===== src/rtl/sync_fifo_prog.sv =====
// Single-clock FIFO with exact occupancy, programmable almost flags and overflow/underflow pulses.
// Optional per-word even parity when SYNC_FIFO_PARITY_EN is defined.
module sync_fifo_prog #(
    parameter int unsigned DATA_WIDTH = 8,
    parameter int unsigned ADDR_WIDTH = 4,
    parameter bit          FWFT_EN    = 1'b1
) (
    input  logic                  clk,
    input  logic                  rst,
    input  logic [DATA_WIDTH-1:0] din,
    input  logic                  wr_en,
    input  logic                  rd_en,
    input  logic [ADDR_WIDTH:0]   prog_full_thresh,
    input  logic [ADDR_WIDTH:0]   prog_empty_thresh,
    output logic [DATA_WIDTH-1:0] dout,
    output logic                  dout_valid,
    output logic                  full,
    output logic                  empty,
    output logic                  almost_full,
    output logic                  almost_empty,
    output logic [ADDR_WIDTH:0]   data_count,
    output logic                  overflow,
`ifdef SYNC_FIFO_PARITY_EN
    output logic                  parity_err,
`endif
    output logic                  underflow
);

    localparam int unsigned DEPTH = 2 ** ADDR_WIDTH;
    localparam logic [ADDR_WIDTH:0] FULL_COUNT = (ADDR_WIDTH + 1)'(DEPTH);
`ifdef SYNC_FIFO_PARITY_EN
    localparam int unsigned MEM_W = DATA_WIDTH + 1;
`else
    localparam int unsigned MEM_W = DATA_WIDTH;
`endif

    logic [MEM_W-1:0]      mem [DEPTH];
    logic [MEM_W-1:0]      wr_word;
    logic [MEM_W-1:0]      head_word;
    logic [MEM_W-1:0]      out_word;
    logic [MEM_W-1:0]      hold_q;
    logic [ADDR_WIDTH-1:0] wptr_q;
    logic [ADDR_WIDTH-1:0] rptr_q;
    logic [ADDR_WIDTH:0]   count_q;
    logic [ADDR_WIDTH:0]   count_d;
    logic                  valid_q;
    logic                  ovf_q;
    logic                  unf_q;
    logic                  wr_acc;
    logic                  rd_acc;

`ifdef SYNC_FIFO_PARITY_EN
    assign wr_word = {^din, din};
`else
    assign wr_word = din;
`endif

    assign wr_acc    = wr_en & ~full;
    assign rd_acc    = rd_en & ~empty;
    assign head_word = mem[rptr_q];

    always_ff @(posedge clk) begin
        if (wr_acc) begin
            mem[wptr_q] <= wr_word;
        end
    end

    always_comb begin
        count_d = count_q;
        case ({wr_acc, rd_acc})
            2'b10:   count_d = count_q + 1'b1;
            2'b01:   count_d = count_q - 1'b1;
            default: count_d = count_q;
        endcase
    end

    always_ff @(posedge clk) begin
        if (rst) begin
            wptr_q  <= '0;
            rptr_q  <= '0;
            count_q <= '0;
            hold_q  <= '0;
            valid_q <= 1'b0;
            ovf_q   <= 1'b0;
            unf_q   <= 1'b0;
        end else begin
            if (wr_acc) begin
                wptr_q <= wptr_q + ADDR_WIDTH'(1);
            end
            if (rd_acc) begin
                rptr_q <= rptr_q + ADDR_WIDTH'(1);
                hold_q <= head_word;
            end
            count_q <= count_d;
            valid_q <= rd_acc;
            ovf_q   <= wr_en & full;
            unf_q   <= rd_en & empty;
        end
    end

    assign full         = (count_q == FULL_COUNT);
    assign empty        = (count_q == '0);
    assign almost_full  = (count_q >= prog_full_thresh);
    assign almost_empty = (count_q <= prog_empty_thresh);
    assign data_count   = count_q;
    assign overflow     = ovf_q;
    assign underflow    = unf_q;

    // FWFT shows the head word live; hold_q keeps the last popped word for the empty case.
    always_comb begin
        if (FWFT_EN) begin
            out_word   = empty ? hold_q : head_word;
            dout_valid = ~empty;
        end else begin
            out_word   = hold_q;
            dout_valid = valid_q;
        end
    end

    assign dout = out_word[DATA_WIDTH-1:0];

`ifdef SYNC_FIFO_PARITY_EN
    assign parity_err = dout_valid & (^out_word);
`endif

endmodule


===== config.mk =====
export PLATFORM = sky130hd
export DESIGN_NAME = sync_fifo_prog
export DESIGN_NICKNAME = d
export VERILOG_FILES = /design/src/rtl/sync_fifo_prog.sv
export SDC_FILE = /design/constraint.sdc
export NUM_CORES = 1
export LEC_CHECK = 0
export BUFFER_PORTS_ARGS = -buffer_cell sky130_fd_sc_hd__buf_2
export CORE_MARGIN = 3
export CORE_UTILIZATION = 54
export CTS_CLUSTER_SIZE = 28
export DETAILED_ROUTE_END_ITERATION = 8
export PLACE_DENSITY = 0.75
export RECOVER_POWER = 50
export SYNTH_ARGS = -nofsm -noshare
export SYNTH_HDL_FRONTEND = slang
export SYNTH_SLANG_ARGS = --single-unit

===== constraint.sdc =====
create_clock -name clk -period 2.9 [get_ports clk]
set_input_delay 0 -clock clk [delete_from_list [all_inputs] [get_ports clk]]
set_output_delay 0 -clock clk [all_outputs]
set_load 0.05 [all_outputs]

==> results of run 1 <==
metal layers:
| metal | up-vias | share of wire | wire length, µm | track usage |
|---|---|---|---|---|
| li1 | 1743 | - | - | - |
| met1 | 1886 | 0.41 | 5396 | 0.2721 |
| met2 | 150 | 0.49 | 6430 | 0.3322 |
| met3 | 15 | 0.081 | 1063 | 0.05656 |
| met4 | 0 | 0.014 | 181 | 0.07722 |
| met5 | - | 0 | 0 | 0 |
state kept, by name, summed over array words and instances (netlist names), named ones only:
register and cells:
mem 128, hold_q 8, data_count 5, rptr_q 4, wptr_q 4, overflow 1, underflow 1
cell families (layout without fill, tap and decap cells):
| family | Yosys count | count (layout) |
|---|---|---|
| compound gates | 30 | 30 |
| xor+xnor | 9 | 9 |
| fa+ha+maj | 18 | 18 |
| buf+inv | 42 | 129 |
| flops | 155 | 155 |
| mux | 58 | 58 |
| simple gates | 107 | 107 |
through the flow:
stage | setup slack [ns] | hold slack [ns] | total power, µW | instances
floorplan | 0.01013 | 0.09887 | 4457 | 419
global route | 0.04247 | 0.04879 | 7585 | 649
CTS | 0.05454 | 0.01696 | 7291 | 647
detailed placement | 0.08705 | 0.3043 | 4985 | 605
finish | 0.2215 | 0.04023 | 7254 | 649
global placement | 0.1795 | 0.3035 | 4928 | 605
worst max-delay path: cells and delay by family, from the launching register on:
family,cells,cell delay [ns]
buffers and inverters,2,0.15
AND/OR/NAND/NOR,4,0.76
flip-flops,1,0.39
XOR/XNOR,1,0.16
AO/OA/AOI/OAI,3,0.72
adder cells (fa/ha/maj),2,0.38
final timing paths:
| kind | from | endpoint | cells past startpoint |
|---|---|---|---|
| worst max-delay path | data_count[1] | data_count[4] | 12 |
| worst max register to register | data_count[1] | data_count[4] | 12 |
| worst min-delay path | rst | flop | 2 |
| worst min register to register | hold_q[0] | hold_q[0] | 2 |
cell usage in the layout (no fill, tap or decap), drive strengths merged, types with 6 or more instances in the layout:
cell,count
inv,26
dlygate4sd3,10
nor3,9
a21oi,16
buf,44
xor2,6
clkbuf,38
edfxtp,128
nor2,30
ha,18
dfxtp,27
mux4,32
mux2i,26
nand2,52
layout make-up:
cell class,instances,area share
clock inverters,14,0.02401
repair buffers,74,0.05859
inverters,23,0.01137
flip-flops and latches,155,0.5617
clock buffers,18,0.05491
well taps,143,0.02289
multi-input cells,222,0.2665
what timing repair did:
action	4_1_cts	5_1_grt
setup endpoints to repair	0	1
hold endpoints to repair	137	0
hold buffers	10	0
buffers inserted	0	2
gates resized for setup	0	3
power by group:
part | total [µW] | leakage, µW | switching (µW) | internal [µW]
sequential | 2720 | 0.00138 | 158 | 2570
combinational | 2250 | 0.00113 | 1600 | 649
clock | 2280 | 0.000288 | 907 | 1370
==> results.md, run 1 <==
| Parameter | Value |
| --- | --- |
| Average instance area after synthesis | 15.88 µm² |
| Root buffer selected by CTS | sky130_fd_sc_hd__clkbuf_16 |
| Placeable core region | 11710 µm² |
| IO Port Bufs | 41 |
| Worst slew margin | 0.5115 |
| Final non-filler cell area | 7816 µm² |
| Cell with the largest stage delay on the worst path | sky130_fd_sc_hd__dfxtp_2 |
| Area taken by multi-input logic gates | 2083 µm² |
| Top_reg_cell synth | sky130_fd_sc_hd__edfxtp_1 |
| Fmax | 0.3733 GHz |
| Ratio of routed vias to standard cells | 5.846 |
| Total Negative Setup Slacks | 0 ns |
| Area fraction in and, or, nand and nor cells after synthesis | 0.07335 |
| Routed wire per std cell | 20.14 µm |
| Mux cell area share after synthesis | 0.1621 |
| Total number of clock tree sinks | 155 |
| Final Critical Period | 2.679 ns |
| Most numerous cell in the Yosys netlist | sky130_fd_sc_hd__edfxtp_1 |
| Netlist Area Pre-Place | 6653 µm² |
| Die W | 117.0 µm |
| Combinational family with the most area after synthesis | multiplexers |
| Wire length of the first global-routing pass | 20340 µm |
| Gpl congestion | 0.8449 |
| Type of the tightest min-delay check | in -> reg |
| Area leader, netlist | sky130_fd_sc_hd__edfxtp_1 |
| Number of synthesized flops with an enable pin | 128 |
| Maximum buffer depth of the clock tree | 2 |
| Antenna diodes | 0 |
| Overall overflow remaining after global route | 0 |
| Final routed DRC violation total | 0 |
| Number of primary I/O pins | 42 |
| Syn_nets | 459 |
| Routed vias | 3794 |
| Slew at the pin closest to its max-slew limit | 0.7327 ns |
| Area contributors post-synth | sky130_fd_sc_hd__edfxtp_1 (58%), sky130_fd_sc_hd__mux4_1 (10%), sky130_fd_sc_hd__dfxtp_1 (8.1%), sky130_fd_sc_hd__mux2i_1 (3.9%), sky130_fd_sc_hd__ha_1 (3.4%) |
| Number of antenna violations at the first check in global routing | 0 |
| Post-DP HPWL | 8046 µm |
| Leakage power of the design | 0.002792 µW |
| Xor and xnor fraction of the mapped netlist area | 0.01185 |
| CTS tree | done |
| Reg2reg setup slack | 0.22 ns |
| Register area share after synthesis | 0.6590 |
| Number of fill cells in the layout | 812 |
| Layout Nets | 533 |
| Clock buffer count from CTS | 17 |
| Starting density of the core | 0.5681 |
| Insertion delay to the later sink of the worst-skew pair | 0.42 ns |
| H-tree Lvls | 4 |
| Data required, critical path | 3.20 ns |
| Number of synthesis warnings | 0 |
| Footprint of the flip-flops and latches | 4390 µm² |
| Worst-path fanout max | 13 |
| Adder-cell share of the synthesized area | 0.03385 |
| Cells after synthesis | 419 |
| Final standard cell utilization of the core | 0.6674 |
| Flops & latches, synth | 155 |
| Antenna violation net count after detailed routing | 0 |
| Part of the cycle the worst path needs | 0.9236 |
| Max-slew violations | 0 |
| Total iterations of the first detailed-routing run | 5 |
| Die outline area | 13690 µm² |
| Crit path cell chain | nor4_4, nand2_2, nand2_4, inv_4, ha_4, xor2_1, ha_2, inv_2, o21ai_0, a31o_2, and4_1, a2111o_1 |
| Run status | complete, no violations |
| Count of different cell masters after synthesis | 43 |
| Fraction of layout cells with a size suffix above 1 | 0.1858 |
| Routed WL | 13070 µm |
| Total global routing track utilization | 0.2065 |
| Pin count of the biggest net entering global routing | 33 |
| Post-synth top area share | 0.5778 |
| Register clock-pin slew on the reported worst setup and hold paths | 0.06 ns |
| Number of placement rows | 39 |
| Final hold vios | 0 |
| Peak supply drop | 0.5746 mV |
| Max Clock Skew | 0.005791 ns |
| WP data arrival | 2.98 ns |
| Worst Setup Path Type | reg -> reg |
| Largest incremental delay on the critical path | 0.39 ns |
| Power density of the placed cells | 928.1 nW/µm² |
| Initial detailed-routing violation count | 357 |
| CP Launch Type | flop |
| Cell area after placement | 7113 µm² |
| Setup repair after global routing missed its margin | no |
| Via count of the first global-routing pass | 3772 |
| Die Y | 117.0 µm |
| Compound-gate portion of the synthesized area | 0.02953 |
| Max-cap violations | 0 |
| Critical Path End Type | flop |
| Area added between synthesis and finish | 17.49% |
| Post-synth ARST share | 0 |
| Endpoints failing setup | 0 |
| Most used standard cells in the synthesized netlist | sky130_fd_sc_hd__edfxtp_1 (128), sky130_fd_sc_hd__nand2_1 (50), sky130_fd_sc_hd__nor2_1 (30) |
Power figures use the tool's default switching activity.
==> run 2, diff against run 1 <==
--- a/config.mk
+++ b/config.mk
@@ -5,6 +5,7 @@
 export SDC_FILE = /design/constraint.sdc
 export NUM_CORES = 1
 export LEC_CHECK = 0
+export ABC_AREA = 1
 export BUFFER_PORTS_ARGS = -buffer_cell sky130_fd_sc_hd__buf_2
 export CORE_MARGIN = 3
 export CORE_UTILIZATION = 54
==> results.md, run 2 <==
| Parameter | Value | Change |
| --- | --- | --- |
| Run status | complete, no violations |  |
| Part of the cycle the worst path needs | 0.8714 | -0.05225 |
| Root buffer selected by CTS | sky130_fd_sc_hd__clkbuf_16 |  |
| Max Clock Skew | 0.008955 ns | +0.003164 ns |
| Number of antenna violations at the first check in global routing | 0 | unchanged |
| Number of synthesis warnings | 0 | unchanged |
| Fmax | 0.3957 GHz | +6.0% |
| WP data arrival | 2.53 ns | -0.45 ns |
| Final routed DRC violation total | 0 | unchanged |
| Area contributors post-synth | sky130_fd_sc_hd__edfxtp_1 (57%), sky130_fd_sc_hd__dfxtp_1 (8.0%), sky130_fd_sc_hd__nor2_1 (6.6%), sky130_fd_sc_hd__o21ai_0 (5.0%), sky130_fd_sc_hd__o211ai_1 (3.6%) |  |
| Antenna diodes | 0 | unchanged |
| Post-route insts no fill | 840 | +29% |
| Flip-flop count of the largest register, all copies and words added | 128 | unchanged |
| Cts hold-fix bufs | 5 | -5 |
| Crit path max-delay family | buffers and inverters |  |
| Top_reg_cell synth | sky130_fd_sc_hd__edfxtp_1 |  |
| Register clock-pin slew on the reported worst setup and hold paths | 0.06 ns | about the same |
| Register area share after synthesis | 0.6491 | -0.009889 |
| End of the worst register-to-register path | data_count[4] |  |
| Endpoints failing setup | 0 | unchanged |
| Final hold vios | 0 | unchanged |
| Total Negative Setup Slacks | 0 ns | unchanged |
| Post-DP HPWL | 9233 µm | +15% |
| Layout Nets | 699 | +31% |
| Count of placed standard cells including taps | 803 | +33% |
| Cell internal pwr | 4964 µW | +8.2% |
| Combinational power share | 0.344 | +0.034 |
| Die outline area | 13890 µm² | +1.4% |
| Clock buffer count from CTS | 17 | unchanged |
| Worst hold slack after final layout | 0.03502 ns | -0.005213 ns |
| IO Port Bufs | 41 | unchanged |
| Routed wire per std cell | 17.78 µm | -12% |
| Count of different cell masters after synthesis | 37 | -14% |
| Total global routing track utilization | 0.2224 | +0.01597 |
| Netlist Area Pre-Place | 6754 µm² | +1.5% |
| Pin count of the biggest net entering global routing | 66 | +100% |
| Cells after synthesis | 613 | +46% |
| Crit path cell chain | buf_4, o21ai_0, o21ai_0, o211ai_1, nand2_1, nand2_1, o21ai_0, buf_2 |  |
| Type of the tightest min-delay check | in -> reg |  |
| Commonest non-fill, non-tap cell in the layout | sky130_fd_sc_hd__edfxtp_1 |  |
| Top reg by flops | mem |  |
| Maximum buffer depth of the clock tree | 2 | unchanged |
| Number of buffers inserted by post-CTS setup repair | 0 | unchanged |
| Gpl congestion | 0.8670 | +2.6% |
| Largest incremental delay on the critical path | 0.51 ns | +0.12 ns |
| Count of instances resized after the clock tree is built | 0 | unchanged |
| Reg power frac | 0.340 | -0.036 |
| Cell with the largest stage delay on the worst path | sky130_fd_sc_hd__buf_4 |  |
| Depth of the critical timing path with buffers and inverters included | 8 | -4 |
| Max-slew violations | 0 | unchanged |
| Via count of the first global-routing pass | 4578 | +21% |
| Initial detailed-routing violation count | 546 | +53% |
| Worst slew margin | 0.4002 | -0.1113 |
| Syn_nets | 653 | +42% |
| Overall overflow remaining after global route | 0 | unchanged |
| Timing endpoint of the critical path | dout[3] |  |
| Number of fill cells in the layout | 924 | +14% |
| Sum of buffers and inverters on the critical path | 2 | unchanged |
| Footprint of the flip-flops and latches | 4387 µm² | about the same |
| Average instance area after synthesis | 11.02 µm² | -31% |
| Area added between synthesis and finish | 15.75% |  |
| Fraction of power consumed by the clock network | 0.316 | +0.002 |
| Setup repair after global routing missed its margin | no |  |
| Flops & latches, synth | 155 | unchanged |
| Leading cell types in the layout, fill and taps excluded | sky130_fd_sc_hd__edfxtp_1 (128), sky130_fd_sc_hd__nor2_1 (119), sky130_fd_sc_hd__o21ai_0 (67) |  |
| Reg2reg start | data_count[2] |  |
| Die Y | 117.8 µm | +0.72% |
| Power density of the placed cells | 1026 nW/µm² | +11% |
| Most used standard cells in the synthesized netlist | sky130_fd_sc_hd__edfxtp_1 (128), sky130_fd_sc_hd__nor2_1 (118), sky130_fd_sc_hd__o21ai_0 (67) |  |
| H-tree Lvls | 4 | unchanged |
| Fraction of layout cells with a size suffix above 1 | 0.1220 | -0.06375 |
| Number of cells on the worst reg-to-reg path | 15 | +3 |
| Ratio of routed vias to standard cells | 5.621 | -3.8% |
| Wire length of the first global-routing pass | 24090 µm | +18% |
| Leakage power of the design | 0.002892 µW | +3.6% |
| Cell occurring most often along the worst timing path | sky130_fd_sc_hd__o21ai_0 |  |
| CTS tree | done |  |
| Data required, critical path | 2.90 ns | -0.30 ns |
| Routed vias | 4722 | +24% |
| Worst Setup Path Type | reg -> out |  |
| Number of placement rows | 40 | +2.6% |
| Worst-path fanout max | 65 | +52 |
| Starting density of the core | 0.5576 | -0.01041 |
| Reg2reg setup slack | 0.44 ns | +0.22 ns |
| Routed WL | 14930 µm | +14% |
| Area taken by multi-input logic gates | 1983 µm² | -4.8% |
| Most numerous cell in the Yosys netlist | sky130_fd_sc_hd__edfxtp_1 |  |
| Area leader, netlist | sky130_fd_sc_hd__edfxtp_1 |  |
| Die W | 117.8 µm | +0.72% |
| Number of synthesized flops with an enable pin | 128 | unchanged |
| Number of primary I/O pins | 42 | unchanged |
| Post-synth top area share | 0.5691 | -0.008670 |
| Final non-filler cell area | 7818 µm² | about the same |
| Post-synth ARST share | 0 | unchanged |
| Peak supply drop | 0.8139 mV | +42% |
| Critical Path End Type | output port |  |
| Final standard cell utilization of the core | 0.6455 | -0.02196 |
| Antenna violation net count after detailed routing | 0 | unchanged |
| Max-cap violations | 0 | unchanged |
| Switching share of power | 0.3809 | +0.01339 |
| Final Critical Period | 2.527 ns | -0.1515 ns |
| Total number of clock tree sinks | 155 | unchanged |
| P_sw | 3054 µW | +15% |
| Slew at the pin closest to its max-slew limit | 0.8996 ns | +0.1669 ns |
| Total iterations of the first detailed-routing run | 5 | unchanged |
| CP Launch Type | flop |  |
| Placeable core region | 12110 µm² | +3.4% |
| Insertion delay to the later sink of the worst-skew pair | 0.42 ns | about the same |
| Cell area after placement | 7094 µm² | -0.26% |
==> run 2: power groups by stage <==
| stage | Combinational [µW] | Clock [µW] | Sequential [µW] |
|---|---|---|---|
| after global routing | 3020 | 2650 | 2750 |
| after detailed placement | 2750 | 0 | 2770 |
| after CTS | 2780 | 2550 | 2730 |
| after floorplan | 2060 | 0 | 2820 |
| final | 2760 | 2530 | 2730 |
| after global placement | 2670 | 0 | 2760 |
==> run 2: how the worst min path moves through the flow <==
stage / from / to / slack (ns) / cells after the start
6_report: rst / overflow / 0.04 / 2
5_1_grt: rst / overflow / 0.06 / 2
4_1_cts: din[1] / mem[4][1] / 0.003 / 1
3_5_place_dp: wr_en / overflow / 0.25 / 3
3_3_place_gp: wr_en / overflow / 0.25 / 3
2_1_floorplan: din[0] / mem[0][0] / 0.1 / 0
==> run 2: stage by stage <==
| stage | setup slack [ns] | total power (µW) |
|---|---|---|
| after global placement | 0.5955 | 5427 |
| after global routing | 0.1514 | 8420 |
| after floorplan | 0.3315 | 4878 |
| final | 0.3730 | 8018 |
| after CTS | 0.3874 | 8060 |
| after detailed placement | 0.4616 | 5522 |
==> run 2: cells by family after synthesis <==
| family | Yosys count | synth area share |
|---|---|---|
| AO/OA/AOI/OAI | 151 | 0.1289 |
| XOR/XNOR | 4 | 0.005188 |
| adder cells (fa/ha/maj) | 18 | 0.03335 |
| buffers and inverters | 87 | 0.05613 |
| flip-flops | 155 | 0.6491 |
| AND/OR/NAND/NOR | 198 | 0.1273 |
==> run 2: worst reg2reg max path: stages, from the launching register on <==
cell	delay, ns
sky130_fd_sc_hd__dfxtp_1	0.40
sky130_fd_sc_hd__nor2_2	0.22
sky130_fd_sc_hd__nand3_4	0.22
sky130_fd_sc_hd__nand2_4	0.28
sky130_fd_sc_hd__inv_4	0.09
sky130_fd_sc_hd__ha_1	0.27
sky130_fd_sc_hd__xor2_1	0.19
sky130_fd_sc_hd__ha_1	0.20
sky130_fd_sc_hd__inv_1	0.06
sky130_fd_sc_hd__nand2_2	0.06
sky130_fd_sc_hd__nand2_1	0.08
sky130_fd_sc_hd__nand2_1	0.07
sky130_fd_sc_hd__nand2_1	0.06
sky130_fd_sc_hd__nand3_1	0.06
sky130_fd_sc_hd__nand2_1	0.07
sky130_fd_sc_hd__inv_1	0.04
==> run 2: final cells by class <==
| type | count | area share |
|---|---|---|
| repair buffers | 57 | 0.03985 |
| clock inverters | 6 | 0.01424 |
| flip-flops and latches | 155 | 0.5611 |
| multi-input cells | 371 | 0.2537 |
| clock buffers | 26 | 0.07618 |
| inverters | 57 | 0.02801 |
| well taps | 168 | 0.02689 |
==> run 2: layer usage <==
| metal | part of all wire | up-vias | track usage |
|---|---|---|---|
| met5 | 0 | - | 0 |
| met4 | 0.017 | 0 | 0.07766 |
| met3 | 0.073 | 23 | 0.05238 |
| met2 | 0.50 | 201 | 0.3665 |
| met1 | 0.41 | 2270 | 0.2911 |
| li1 | - | 2228 | - |
==> run 3, diff against run 2 <==
--- a/config.mk
+++ b/config.mk
@@ -8,10 +8,11 @@
 export ABC_AREA = 1
 export BUFFER_PORTS_ARGS = -buffer_cell sky130_fd_sc_hd__buf_2
 export CORE_MARGIN = 3
-export CORE_UTILIZATION = 54
+export CORE_UTILIZATION = 57
+export CTS_BUF_LIST = sky130_fd_sc_hd__clkbuf_8
 export CTS_CLUSTER_SIZE = 28
 export DETAILED_ROUTE_END_ITERATION = 8
-export PLACE_DENSITY = 0.75
+export PLACE_DENSITY = 0.79
 export RECOVER_POWER = 50
 export SYNTH_ARGS = -nofsm -noshare
 export SYNTH_HDL_FRONTEND = slang
==> results.md, run 3 (synthesis results as in run 2) <==
| Parameter | Value | Change |
| --- | --- | --- |
| Run status | complete, no violations |  |
| Overall overflow remaining after global route | 0 | unchanged |
| CP Launch Type | flop |  |
| P_sw | 2939 µW | -3.8% |
| Antenna violation net count after detailed routing | 0 | unchanged |
| Type of the tightest min-delay check | in -> reg |  |
| Number of antenna violations at the first check in global routing | 0 | unchanged |
| Top reg by flops | mem |  |
| Data required, critical path | 3.25 ns | +0.35 ns |
| Switching share of power | 0.3984 | +0.01753 |
| Worst hold slack after final layout | 0.03487 ns | -0.0001430 ns |
| Via count of the first global-routing pass | 4570 | -0.17% |
| IO Port Bufs | 41 | unchanged |
| Total number of clock tree sinks | 155 | unchanged |
| Gpl congestion | 0.8091 | -6.7% |
| Crit path cell chain | nor2_1, nand3_4, nand2_4, inv_4, ha_1, xor2_1, ha_1, inv_1, nand2_2, nand2_1, nand2_1, nand2_1, nand3_1, nand2_1, inv_1 |  |
| Layout Nets | 708 | +1.3% |
| Worst Setup Path Type | reg -> reg |  |
| Max-cap violations | 0 | unchanged |
| Root buffer selected by CTS | sky130_fd_sc_hd__clkbuf_8 |  |
| Worst-path fanout max | 22 | -66% |
| WP data arrival | 2.87 ns | +0.34 ns |
| Total global routing track utilization | 0.2262 | +0.003743 |
| Part of the cycle the worst path needs | 0.8692 | -0.002140 |
| Number of placement rows | 39 | -2.5% |
| Die Y | 114.9 µm | -2.5% |
| Max-slew violations | 0 | unchanged |
| Number of primary I/O pins | 42 | unchanged |
| Number of buffers inserted by post-CTS setup repair | 0 | unchanged |
| Starting density of the core | 0.5865 | +0.02884 |
| Commonest non-fill, non-tap cell in the layout | sky130_fd_sc_hd__edfxtp_1 |  |
| Wire length of the first global-routing pass | 22710 µm | -5.7% |
| Area added between synthesis and finish | 13.47% |  |
| Routed vias | 4640 | -1.7% |
| Crit path max-delay family | simple AND/OR/NAND/NOR gates |  |
| Count of instances resized after the clock tree is built | 0 | unchanged |
| Fraction of layout cells with a size suffix above 1 | 0.1233 | +0.001324 |
| Insertion delay to the later sink of the worst-skew pair | 0.45 ns | +0.03 ns |
| Final routed DRC violation total | 0 | unchanged |
| Worst slew margin | 0.4589 | +0.05869 |
| Cts hold-fix bufs | 12 | +7 |
| Post-route insts no fill | 824 | -1.9% |
| Final hold vios | 0 | unchanged |
| Maximum buffer depth of the clock tree | 2 | unchanged |
| Initial detailed-routing violation count | 476 | -13% |
| Pin count of the biggest net entering global routing | 66 | unchanged |
| Max Clock Skew | 0.01000 ns | +0.001047 ns |
| Ratio of routed vias to standard cells | 5.631 | +0.17% |
| Routed WL | 14030 µm | -6.0% |
| Clock buffer count from CTS | 17 | unchanged |
| Final standard cell utilization of the core | 0.6655 | +0.02002 |
| Fraction of power consumed by the clock network | 0.262 | -0.054 |
| Slew at the pin closest to its max-slew limit | 0.8086 ns | -0.09102 ns |
| H-tree Lvls | 4 | unchanged |
| Endpoints failing setup | 0 | unchanged |
| Die W | 114.9 µm | -2.5% |
| Peak supply drop | 0.7259 mV | -11% |
| Cell with the largest stage delay on the worst path | sky130_fd_sc_hd__dfxtp_1 |  |
| Number of fill cells in the layout | 833 | -9.8% |
| Sum of buffers and inverters on the critical path | 3 | +1 |
| CTS tree | done |  |
| Final Critical Period | 2.521 ns | -0.006206 ns |
| Post-DP HPWL | 8880 µm | -3.8% |
| Setup repair after global routing missed its margin | no |  |
| Count of placed standard cells including taps | 780 | -2.9% |
| Cell occurring most often along the worst timing path | sky130_fd_sc_hd__nand2_1 |  |
| Flip-flop count of the largest register, all copies and words added | 128 | unchanged |
| Leakage power of the design | 0.002833 µW | -2.0% |
| Power density of the placed cells | 962.7 nW/µm² | -6.1% |
| Combinational power share | 0.372 | +0.028 |
| Post-placement setup slack | 0.4462 ns | -0.01537 ns |
| Critical Path End Type | flop |  |
| Reg power frac | 0.366 | +0.026 |
| Cell internal pwr | 4438 µW | -11% |
| Largest incremental delay on the critical path | 0.42 ns | -0.09 ns |
| Leading cell types in the layout, fill and taps excluded | sky130_fd_sc_hd__edfxtp_1 (128), sky130_fd_sc_hd__nor2_1 (120), sky130_fd_sc_hd__o21ai_0 (67) |  |
| Die outline area | 13190 µm² | -5.0% |
| Antenna diodes | 0 | unchanged |
| Setup slack of the critical path after layout | 0.3792 ns | +0.006206 ns |
| Register clock-pin slew on the reported worst setup and hold paths | 0.08 ns | +0.02 ns |
| Placeable core region | 11520 µm² | -4.9% |
| Routed wire per std cell | 17.03 µm | -4.2% |
| Total Negative Setup Slacks | 0 ns | unchanged |
| Fmax | 0.3967 GHz | +0.25% |
| Total iterations of the first detailed-routing run | 5 | unchanged |
==> run 3: final timing paths <==
check                     start            end  slack, ns  depth (start not counted)
setup / recovery  data_count[2]  data_count[4]       0.38                         15
hold / removal              rst  data_count[1]       0.03                          2
setup reg to reg  data_count[2]  data_count[4]       0.38                         15
hold reg to reg       wptr_q[0]      wptr_q[0]       0.55                          2
==> run 3: stage by stage <==
| stage | total power (µW) | area (µm²) |
|---|---|---|
| 2_1_floorplan | 4878 | 6754 |
| 3_3_place_gp | 5408 | 7091 |
| 3_5_place_dp | 5506 | 7091 |
| 4_1_cts | 7434 | 7701 |
| 6_report | 7377 | 7664 |
| 5_1_grt | 7784 | 7664 |
==> run 3: metal layers <==
layer / routed length, µm / vias to the layer above / global-route usage
li1: - / 2249 / -
met1: 5567 / 2150 / 0.2880
met2: 6974 / 212 / 0.3750
met3: 1138 / 29 / 0.05105
met4: 349 / 0 / 0.09624
met5: 0 / - / 0
==> run 3: layout make-up <==
cell class	count	area [µm²]	share of cell area
Clock buffer	18	247.7	0.03233
Clock inverter	14	242.7	0.03167
Timing Repair Buffer	66	412.9	0.05388
Inverter	57	219.0	0.02857
Multi-Input combinational cell	371	1976	0.2578
Tap cell	143	178.9	0.02335
Sequential cell	155	4387	0.5724
==> run 3: power groups by stage <==
stage | Combinational [µW] | Clock (µW) | Sequential, µW
CTS | 2790 | 1940 | 2700
detailed placement | 2750 | 0 | 2750
global placement | 2660 | 0 | 2740
finish | 2740 | 1930 | 2700
global route | 3030 | 2030 | 2720
floorplan | 2060 | 0 | 2820
